--- config.mk ---
export PLATFORM = sky130hd
export DESIGN_NAME = univ_shift_reg
export DESIGN_NICKNAME = d
export VERILOG_FILES = /design/src/rtl/shift_reg_pkg.sv /design/src/rtl/shift_frame_counter.sv /design/src/rtl/univ_shift_reg.sv
export SDC_FILE = /design/constraint.sdc
export NUM_CORES = 1
export LEC_CHECK = 0
export BUFFER_PORTS_ARGS = -buffer_cell sky130_fd_sc_hd__buf_2
export CAP_MARGIN = 20
export CORE_ASPECT_RATIO = 0.9
export CORE_MARGIN = 2
export CORE_UTILIZATION = 35
export DETAILED_ROUTE_END_ITERATION = 8
export PLACE_DENSITY_LB_ADDON = 0.3
export SLEW_MARGIN = 20
export SYNTH_ARGS = -nofsm -noshare
export SYNTH_HDL_FRONTEND = slang
export SYNTH_HIERARCHICAL = 1
export SYNTH_SLANG_ARGS = --single-unit
--- constraint.sdc ---
create_clock -name clk -period 2.45 [get_ports clk]
set_input_delay 0.49 -clock clk [delete_from_list [all_inputs] [get_ports clk]]
set_output_delay 0.49 -clock clk [all_outputs]
set_load 0.01 [all_outputs]
--- src/rtl/shift_reg_pkg.sv ---
`default_nettype none
// ============================================================================
//  Module   : shift_reg_pkg
//  Brief    : Mode encodings and sizing helper shared by the universal
//             shift register and its frame counter.
//  Revision : 1.0 - initial release
// ============================================================================
package shift_reg_pkg;

    localparam logic [1:0] MODE_HOLD = 2'b00;
    localparam logic [1:0] MODE_SHR  = 2'b01;
    localparam logic [1:0] MODE_SHL  = 2'b10;
    localparam logic [1:0] MODE_ROR  = 2'b11;

    // Counter width for a frame of w shifts; never narrower than one bit.
    function automatic int cnt_width(input int w);
        return (w > 2) ? $clog2(w) : 1;
    endfunction

endpackage : shift_reg_pkg
`default_nettype wire

--- src/rtl/shift_frame_counter.sv ---
`default_nettype none
// ============================================================================
//  Module   : shift_frame_counter
//  Brief    : Counts shift steps modulo WIDTH and pulses done for one cycle
//             after the WIDTH-th step of a frame.
//  Revision : 1.0 - initial release
// ============================================================================
module shift_frame_counter
    import shift_reg_pkg::*;
#(
    parameter int WIDTH = 8
) (
    input  logic                          clk,
    input  logic                          reset,
    input  logic                          clear,
    input  logic                          step,
    output logic [cnt_width(WIDTH)-1:0]   count,
    output logic                          done
);

    localparam int             CW     = cnt_width(WIDTH);
    localparam logic [CW-1:0]  c_LAST = CW'(WIDTH - 1);

    logic [CW-1:0] r_count;
    logic          r_done;

    always_ff @(posedge clk) begin
        if (reset) begin
            r_count <= '0;
            r_done  <= 1'b0;
        end else if (clear) begin
            r_count <= '0;
            r_done  <= 1'b0;
        end else if (step) begin
            if (r_count == c_LAST) begin
                r_count <= '0;
                r_done  <= 1'b1;
            end else begin
                r_count <= r_count + 1'b1;
                r_done  <= 1'b0;
            end
        end else begin
            // Idle cycles keep the count but never extend the pulse.
            r_done  <= 1'b0;
        end
    end

    assign count = r_count;
    assign done  = r_done;

endmodule : shift_frame_counter
`default_nettype wire

--- src/rtl/univ_shift_reg.sv ---
`default_nettype none
// ============================================================================
//  Module   : univ_shift_reg
//  Brief    : Universal shift register with parallel load, shift right/left,
//             rotate right, serial I/O and shift-frame tracking.
//  Revision : 1.0 - initial release
// ============================================================================
module univ_shift_reg
    import shift_reg_pkg::*;
#(
    parameter int               WIDTH     = 8,
    parameter logic [WIDTH-1:0] RESET_VAL = '0
) (
    input  logic                          clk,
    input  logic                          reset,
    input  logic                          enable,
    input  logic                          load,
    input  logic [1:0]                    mode,
    input  logic [WIDTH-1:0]              d_in,
    input  logic                          s_in_r,
    input  logic                          s_in_l,
    output logic [WIDTH-1:0]              q,
    output logic                          s_out_r,
    output logic                          s_out_l,
    output logic [cnt_width(WIDTH)-1:0]   shift_cnt,
    output logic                          frame_done
);

    logic [WIDTH-1:0] r_q;
    logic [WIDTH-1:0] w_shift_q;
    logic             w_shift;
    logic             w_clear;

    assign w_clear = enable & load;
    assign w_shift = enable & ~load & (mode != MODE_HOLD);

    always_comb begin
        w_shift_q = r_q;
        case (mode)
            MODE_SHR: w_shift_q = {s_in_r, r_q[WIDTH-1:1]};
            MODE_SHL: w_shift_q = {r_q[WIDTH-2:0], s_in_l};
            MODE_ROR: w_shift_q = {r_q[0], r_q[WIDTH-1:1]};
            default:  w_shift_q = r_q;
        endcase
    end

    always_ff @(posedge clk) begin
        if (reset) begin
            r_q <= RESET_VAL;
        end else if (enable) begin
            if (load) begin
                r_q <= d_in;
            end else begin
                r_q <= w_shift_q;
            end
        end
    end

    shift_frame_counter #(
        .WIDTH (WIDTH)
    ) u_frame_counter (
        .clk   (clk),
        .reset (reset),
        .clear (w_clear),
        .step  (w_shift),
        .count (shift_cnt),
        .done  (frame_done)
    );

    assign q       = r_q;
    assign s_out_r = r_q[0];
    assign s_out_l = r_q[WIDTH-1];

endmodule : univ_shift_reg
`default_nettype wire

[Yosys cells after proc, flatten, opt, wreduce, memory -nomap -nowiden]
Cells that the tools add are included.
Operators by class
  bitwise operators: 5
  equal/unequal tests: 4
  mux-type cells: 4
  reductions and logical operators: 5
  add/subtract/negate cells: 1
Operators by type and width (number)
  $pmux 8 s3: 1
  $mux 8: 1
  $eq 2x2->1 const B: 2
  $reduce_bool 4->1: 1
  $add 3x1->3 const B: 1
  $and 1x1->1: 3
  $eq 3x3->1 const B: 1
  $mux 3: 1
  $reduce_or 3->1: 1
  $eq 2x1->1 const B: 1
  $not 1->1: 2
  $reduce_and 2->1: 1
  $reduce_bool 2->1: 1
  $reduce_or 2->1: 1
  $mux 1: 1
Word-level totals
  output and inout port bits: 14
  bits of input ports: 16
  flip-flop bits (word level): 12

[Depth between registers and ports, before layout]
Gate-level depths: netlist (run 1).
  word-level depth: 5
  gate-level depth with buffers: 5

[Hierarchy]
Netlist (run 1), hierarchy kept.
By module, submodules not included
  univ_shift_reg: instances 1, cells an instance 62, area each 586.8 µm²
  shift_frame_counter: instances 1, cells an instance 15, area each 171.4 µm²

[Worst setup path after synthesis (run 1)]
OpenSTA, ideal clock, no wires.
  path type: input port to flip-flop
  from: input load
  to: register u_frame_counter.r_count[0], in the netlist u_frame_counter/count[0]
  library setup time: 0.079 ns
  stages: 5
  arrival time: 1.810 ns
  setup slack: 0.561 ns
  data required time: 2.371 ns
  path through: buf_2 buf_2 nor3b_1 or3b_1 a211oi_2
Between the ends
  word-level cells in the longest chain between the ends: 3
  elaborated cells between the ends (all ways): 5
RTL lines
  from (decl): line univ_shift_reg.sv:17  | input logic load,
  $not 1->1: line univ_shift_reg.sv:35  | assign w_shift = enable & ~load & (mode != MODE_HOLD);
  $and 1x1->1 (2 in series): line univ_shift_reg.sv:35
  net w_shift: line univ_shift_reg.sv:31  | logic w_shift;
  to (signal assigned): line shift_frame_counter.sv:39  | r_count <= r_count + 1'b1;
  to (decl): line shift_frame_counter.sv:24  | logic [CW-1:0] r_count;
The timed path passes the listed nets, and every way through them passes these cells.
A chain may end at the register's enable or synchronous reset.

[Final worst setup path (run 1)]
  from: input mode[0]
  to: register u_frame_counter.r_count[0], in the netlist u_frame_counter/count[0]
Between the ends
  word-level cells in the longest chain between the ends: 2
RTL lines
  from (decl): line univ_shift_reg.sv:18  | input logic [1:0] mode,
  $reduce_bool 2->1: line univ_shift_reg.sv:35
  $and 1x1->1: line univ_shift_reg.sv:35
  net w_shift: line univ_shift_reg.sv:31
The timed path passes the listed nets, and every way through them passes these cells.

==> results of run 1 <==
final timing paths:
path | startpoint | endpoint | slack [ps]
max reg2reg | u_frame_counter/count[0] | u_frame_counter/count[0] | 1100
max | mode[0] | u_frame_counter/count[0] | 990
min reg2reg | q[7] | q[7] | 500
min | q[7] | q[7] | 500
area by class of cell:
class	count	area [sq um]
fill	214	1075
multi-input combinational	56	464.2
clock buffer	3	22.52
sequential	12	240.2
timing repair buffer	30	152.6
inverter	1	3.754
tap	25	31.28
logic make-up (layout without fill, tap and decap cells):
| kind of cell | Yosys count | after routing | share of synthesized area |
|---|---|---|---|
| AND/OR/NAND/NOR | 32 | 32 | 0.3069 |
| AO/OA/AOI/OAI | 19 | 19 | 0.2327 |
| flip-flops | 12 | 12 | 0.3168 |
| buffers and inverters | 9 | 34 | 0.07093 |
| multiplexers | 3 | 3 | 0.03961 |
| adder cells (fa/ha/maj) | 2 | 2 | 0.03300 |
stage by stage:
step	hold slack (ps)	power, mW	cell area (sq um)	std cells
global placement	483.5	0.3090	892.1	124
global route	521.3	0.4527	914.6	127
CTS	502.7	0.4332	914.6	127
detailed placement	489.9	0.3107	892.1	124
floorplan	511.8	0.2794	758.2	77
finish	499.9	0.4258	914.6	127
registers in the layout (all words and copies together) (netlist names):
register               flops
q                          8
u_frame_counter/count      3
u_frame_counter/done       1
synthesized netlist by cell type (2+ instances only):
master    instances  area, sq um
ha_1              2        25.02
buf_2             3        15.01
o41ai_1           7        61.31
nor2_1            2        7.510
nor3_1            3        15.01
buf_4             2        15.01
dfxtp_1          12        240.2
mux2i_1           3        30.03
nor2b_1           7        43.79
and3b_2           7        70.07
a211oi_1          7        52.55
nand3b_1          7        52.55
placed cells by master, fill, tap and decap left out, drive strengths merged:
cell	netlist	routed
a211o	1	1
o31ai	1	1
buf	6	30
a211oi	8	8
nor3b	1	1
nand3b	7	7
mux2i	3	3
ha	2	2
nor3	3	3
or3b	1	1
and3b	7	7
or2b	1	1
nor2	2	2
nor2b	7	7
inv	1	1
nand2b	1	1
a221oi	1	1
and2	1	1
a21oi	1	1
o41ai	7	7
dfxtp	12	12
clkbuf	2	3
nand2	1	1
metal layers:
layer / up-vias / global-route usage
met5: - / 0
met4: 0 / 0.07692
met3: 2 / 0.03374
met2: 18 / 0.2225
met1: 294 / 0.1918
li1: 347 / -
critical path, stage by stage:
cell and delay (ps):
buf_2 190, nor2_1 70, nor3b_1 190, buf_4 170, or3b_1 360, a211oi_2 180
power by group through the flow:
stage | clock network, mW | registers, mW | logic, mW
after floorplan | 0 | 0.223 | 0.0566
after global placement | 0 | 0.220 | 0.0892
after detailed placement | 0 | 0.220 | 0.0904
after CTS | 0.127 | 0.216 | 0.0907
after global routing | 0.135 | 0.217 | 0.101
final | 0.120 | 0.215 | 0.0900
==> results.json, run 1 <==
{
  "hold_viol": 0,
  "top_layer_used": "met4",
  "rsz0062_at_grt": "no",
  "overflow": 0,
  "synthFlopType": "dfxtp_1",
  "status": "completed",
  "async_flop_share": 0,
  "clockPowerShare": 0.283,
  "insertion_delay_ps": 260,
  "synth.avg_cell_area_sq_um": 9.847,
  "post-route-util": 0.4597,
  "report.final.slew_viol_count": 0,
  "drv_cap": 0,
  "clk_pin_slew_worst_paths_ps": 80,
  "worst_hold_path_type": "flop to flop",
  "n_antenna_cell": 0,
  "combPwrFrac": 0.211,
  "p_int_mw": 0.3048,
  "p_sw_mw": 0.1210,
  "hold-path-cell-count": 2,
  "syn-cell-area_sq_um": 758.2,
  "critPathCaptureType": "flop",
  "clock_skew_ps": 2.010,
  "syn-num-nets": 95,
  "post_cts_buffers": 0,
  "cts_tree": "built",
  "seqPwrFrac": 0.506,
  "p_per_area_mw_per_mm2": 465.5,
  "grt_pass1_vias": 607,
  "place.gp.congestion": 0.6669,
  "yosys_warnings": 6,
  "core_region_area_sq_mm": 0.001989,
  "die_h_um": 48.16,
  "min_period_ps": 1464,
  "ios": 30,
  "worst_pin_slew_ps": 669.2,
  "relSlewSlack": 0.5539,
  "setup_violations": 0,
  "wl_um": 1625,
  "die_w_um": 53.06,
  "seq_area_frac_synth": 0.3168,
  "viasPerCell": 5.205,
  "root_buffer": "clkbuf_4",
  "ys_ff_latch": 12,
  "track_usage": 0.1448,
  "drive_gt1_frac": 0.4314,
  "fin_nets": 122,
  "design.die.area_sq_mm": 0.002555,
  "crit_path_start_kind": "primary input",
  "wire_per_inst_um": 12.80,
  "cts_sinks": 12,
  "setup_tns_ps": 0,
  "r2r_cells": 4,
  "pre_cts_slack_ps": 702.9,
  "postRouteAntennaNets": 0,
  "critPathMaxFanout": 11,
  "htreeDepth": 1,
  "wl_met3_um": 98,
  "synthToLayoutAreaGrowth_pct": 20.63,
  "hpwl_um": 1179,
  "synth_cell_types": 27,
  "vdd_drop_max_uv": 201.7,
  "timing.final.crit_share": 0.5975,
  "drtIter0Drc": 8,
  "fin_ws_ps": 986.2,
  "cts_buffer_depth": 2,
  "start_util": 0.3811,
  "timing.fmax_ghz": 0.6832,
  "wl_met1_um": 820,
  "worst_ep_required_time_ps": 2640,
  "p_sw_frac": 0.2842,
  "antenna_found_initial": 0,
  "drcViolationCount": 0,
  "postSynthCellCount": 77,
  "cts_resized": 0,
  "p_leak_nw": 0.4161,
  "io_buffers": 29,
  "grt_pass1_wl_um": 2642,
  "hold_buffers": 0,
  "rows": 15,
  "grt_max_degree": 20,
  "numCtsBuffers": 3,
  "critical_path_class": "primary input to flop",
  "synth_edf_count": 0,
  "num_vias": 661,
  "arrival_ps": 1650,
  "drt_first_pass_iters": 4,
  "wl_met2_um": 686
}
No activity file was read; power rests on OpenSTA's default activity.
==> run 2, diff against run 1 <==
- clock period: 2.45 -> 1.35 ns (I/O delays scaled with it)
==> results.json, run 2 (synthesized netlist as in run 1, its figures left out) <==
{
  "layout_commonest_cell": "buf_2",
  "num_vias": 697,
  "drv_cap": 0,
  "place.gp.congestion": 0.7292,
  "p_per_area_mw_per_mm2": 845.3,
  "n_antenna_cell": 0,
  "insertion_delay_ps": 260,
  "hold_buffers": 0,
  "min_period_ps": 1309,
  "worst_ep_required_time_ps": 1540,
  "critPathCaptureType": "flop",
  "combPwrFrac": 0.217,
  "die_h_um": 48.16,
  "grt_max_degree": 20,
  "worst_hold_path_type": "primary input to flop",
  "largest_register_ffs": 8,
  "fillers": 206,
  "worst_pin_slew_ps": 351.1,
  "p_sw_frac": 0.2654,
  "die_w_um": 53.06,
  "wire_per_inst_um": 12.96,
  "p_int_mw": 0.6301,
  "design.die.area_sq_mm": 0.002555,
  "drt_first_pass_iters": 4,
  "status": "completed",
  "relSlewSlack": 0.7659,
  "root_buffer": "clkbuf_4",
  "numCtsBuffers": 3,
  "drtIter0Drc": 8,
  "timing.fmax_ghz": 0.7637,
  "drcViolationCount": 0,
  "htreeDepth": 1,
  "synthToLayoutAreaGrowth_pct": 33.83,
  "critical_path_class": "flop to flop",
  "report.final.slew_viol_count": 0,
  "fin_ws_ps": 40.63,
  "hpwl_um": 1319,
  "clk_pin_slew_worst_paths_ps": 80,
  "final_cell_mix": "buf_2 (29), dfxtp_1 (10)",
  "cts_buffer_depth": 2,
  "timing.final.crit_share": 0.9699,
  "rows": 15,
  "clockPowerShare": 0.326,
  "antenna_found_initial": 0,
  "wl_um": 1736,
  "setup_violations": 0,
  "track_usage": 0.1497,
  "p_sw_mw": 0.2277,
  "rsz0062_at_grt": "yes",
  "overflow": 0,
  "io_buffers": 29,
  "drive_gt1_frac": 0.5229,
  "postRouteAntennaNets": 0,
  "core_region_area_sq_mm": 0.001989,
  "ios": 30,
  "arrival_ps": 1500,
  "hold-path-cell-count": 3,
  "hold_viol": 0,
  "cts_sinks": 12,
  "fin_nets": 128,
  "power_mw": 0.8578,
  "seqPwrFrac": 0.456,
  "grt_pass1_vias": 605,
  "crit_path_start_kind": "flop",
  "p_leak_nw": 0.4535,
  "vdd_drop_max_uv": 465.9,
  "critPathMaxFanout": 2,
  "pre_cts_slack_ps": -45.55,
  "clock_skew_ps": 2.556,
  "cts_tree": "built",
  "grt_pass1_wl_um": 2739,
  "r2r_cells": 4,
  "start_util": 0.3811,
  "viasPerCell": 5.201
}
[run 2: changes by cell type in the layout (fill, tap and decap cells not counted)]
cell | previous run | this run
or3b_4 | 0 | 1
buf_4 | 1 | 7
clkbuf_8 | 0 | 1
ha_1 | 2 | 0
dfxtp_1 | 12 | 10
nor3b_4 | 0 | 1
dfxtp_2 | 0 | 2
ha_4 | 0 | 2
or3b_1 | 1 | 0
nor3b_1 | 1 | 0
[run 2: power groups by stage]
stage          clock network [mW]  registers (mW)  logic (mW)
3_5_place_dp                    0           0.399       0.182
5_1_grt                     0.310           0.395       0.206
3_3_place_gp                    0           0.398       0.180
4_1_cts                     0.289           0.390       0.185
2_1_floorplan                   0           0.404       0.112
6_report                    0.280           0.391       0.187
[run 2: final timing paths]
| path | from | end | slack (ps) |
|---|---|---|---|
| hold reg to reg | q[7] | q[7] | 500 |
| hold / removal | d_in[5] | q[5] | 310 |
| setup reg to reg | u_frame_counter/count[0] | u_frame_counter/count[0] | 40 |
| setup / recovery | u_frame_counter/count[0] | u_frame_counter/count[0] | 40 |
[run 2: per-stage QoR]
step                std cells  instance area [sq um]  TNS (ps)  utilization  hold slack (ps)
floorplan                  77                  785.8    -52.21            -            334.6
global placement          129                  940.9         0       0.4730            488.2
detailed placement        129                  940.9    -45.55       0.4730            496.9
CTS                       134                  988.4         0       0.4969            302.0
global route              134                   1015    -12.41       0.5101            304.6
finish                    134                   1015         0       0.5101            306.3
[run 2: final cells by class]
| class | instances | area [sq um] | area share |
|---|---|---|---|
| sequential | 12 | 242.7 | 0.2392 |
| inverter | 1 | 3.754 | 0.003699 |
| multi-input combinational | 56 | 503.0 | 0.4957 |
| tap | 25 | 31.28 | 0.03083 |
| clock buffer | 4 | 36.28 | 0.03576 |
| timing repair buffer | 36 | 197.7 | 0.1948 |
[run 2: layer usage]
layer | wire length (um) | vias to the layer above | share of wire | GRT usage
met2 | 769 | 17 | 0.44 | 0.2300
met3 | 83 | 2 | 0.048 | 0.02761
met5 | 0 | - | 0 | 0
met1 | 869 | 318 | 0.50 | 0.2097
met4 | 12 | 0 | 0.0069 | 0.06154
li1 | - | 360 | - | -
[run 2: critical path, cell delays in order, from the launching register on]
cell and delay (ps):
dfxtp_2 340, ha_4 160, ha_4 150, or3b_4 370
a211oi_2 210
[run 2: what timing repair did]
action | CTS | global route
pin swaps | 2 | 2
gates cloned | 0 | 0
endpoints found under the setup margin | 1 | 1
gates resized for setup | 2 | 5
buffers inserted | 1 | 0
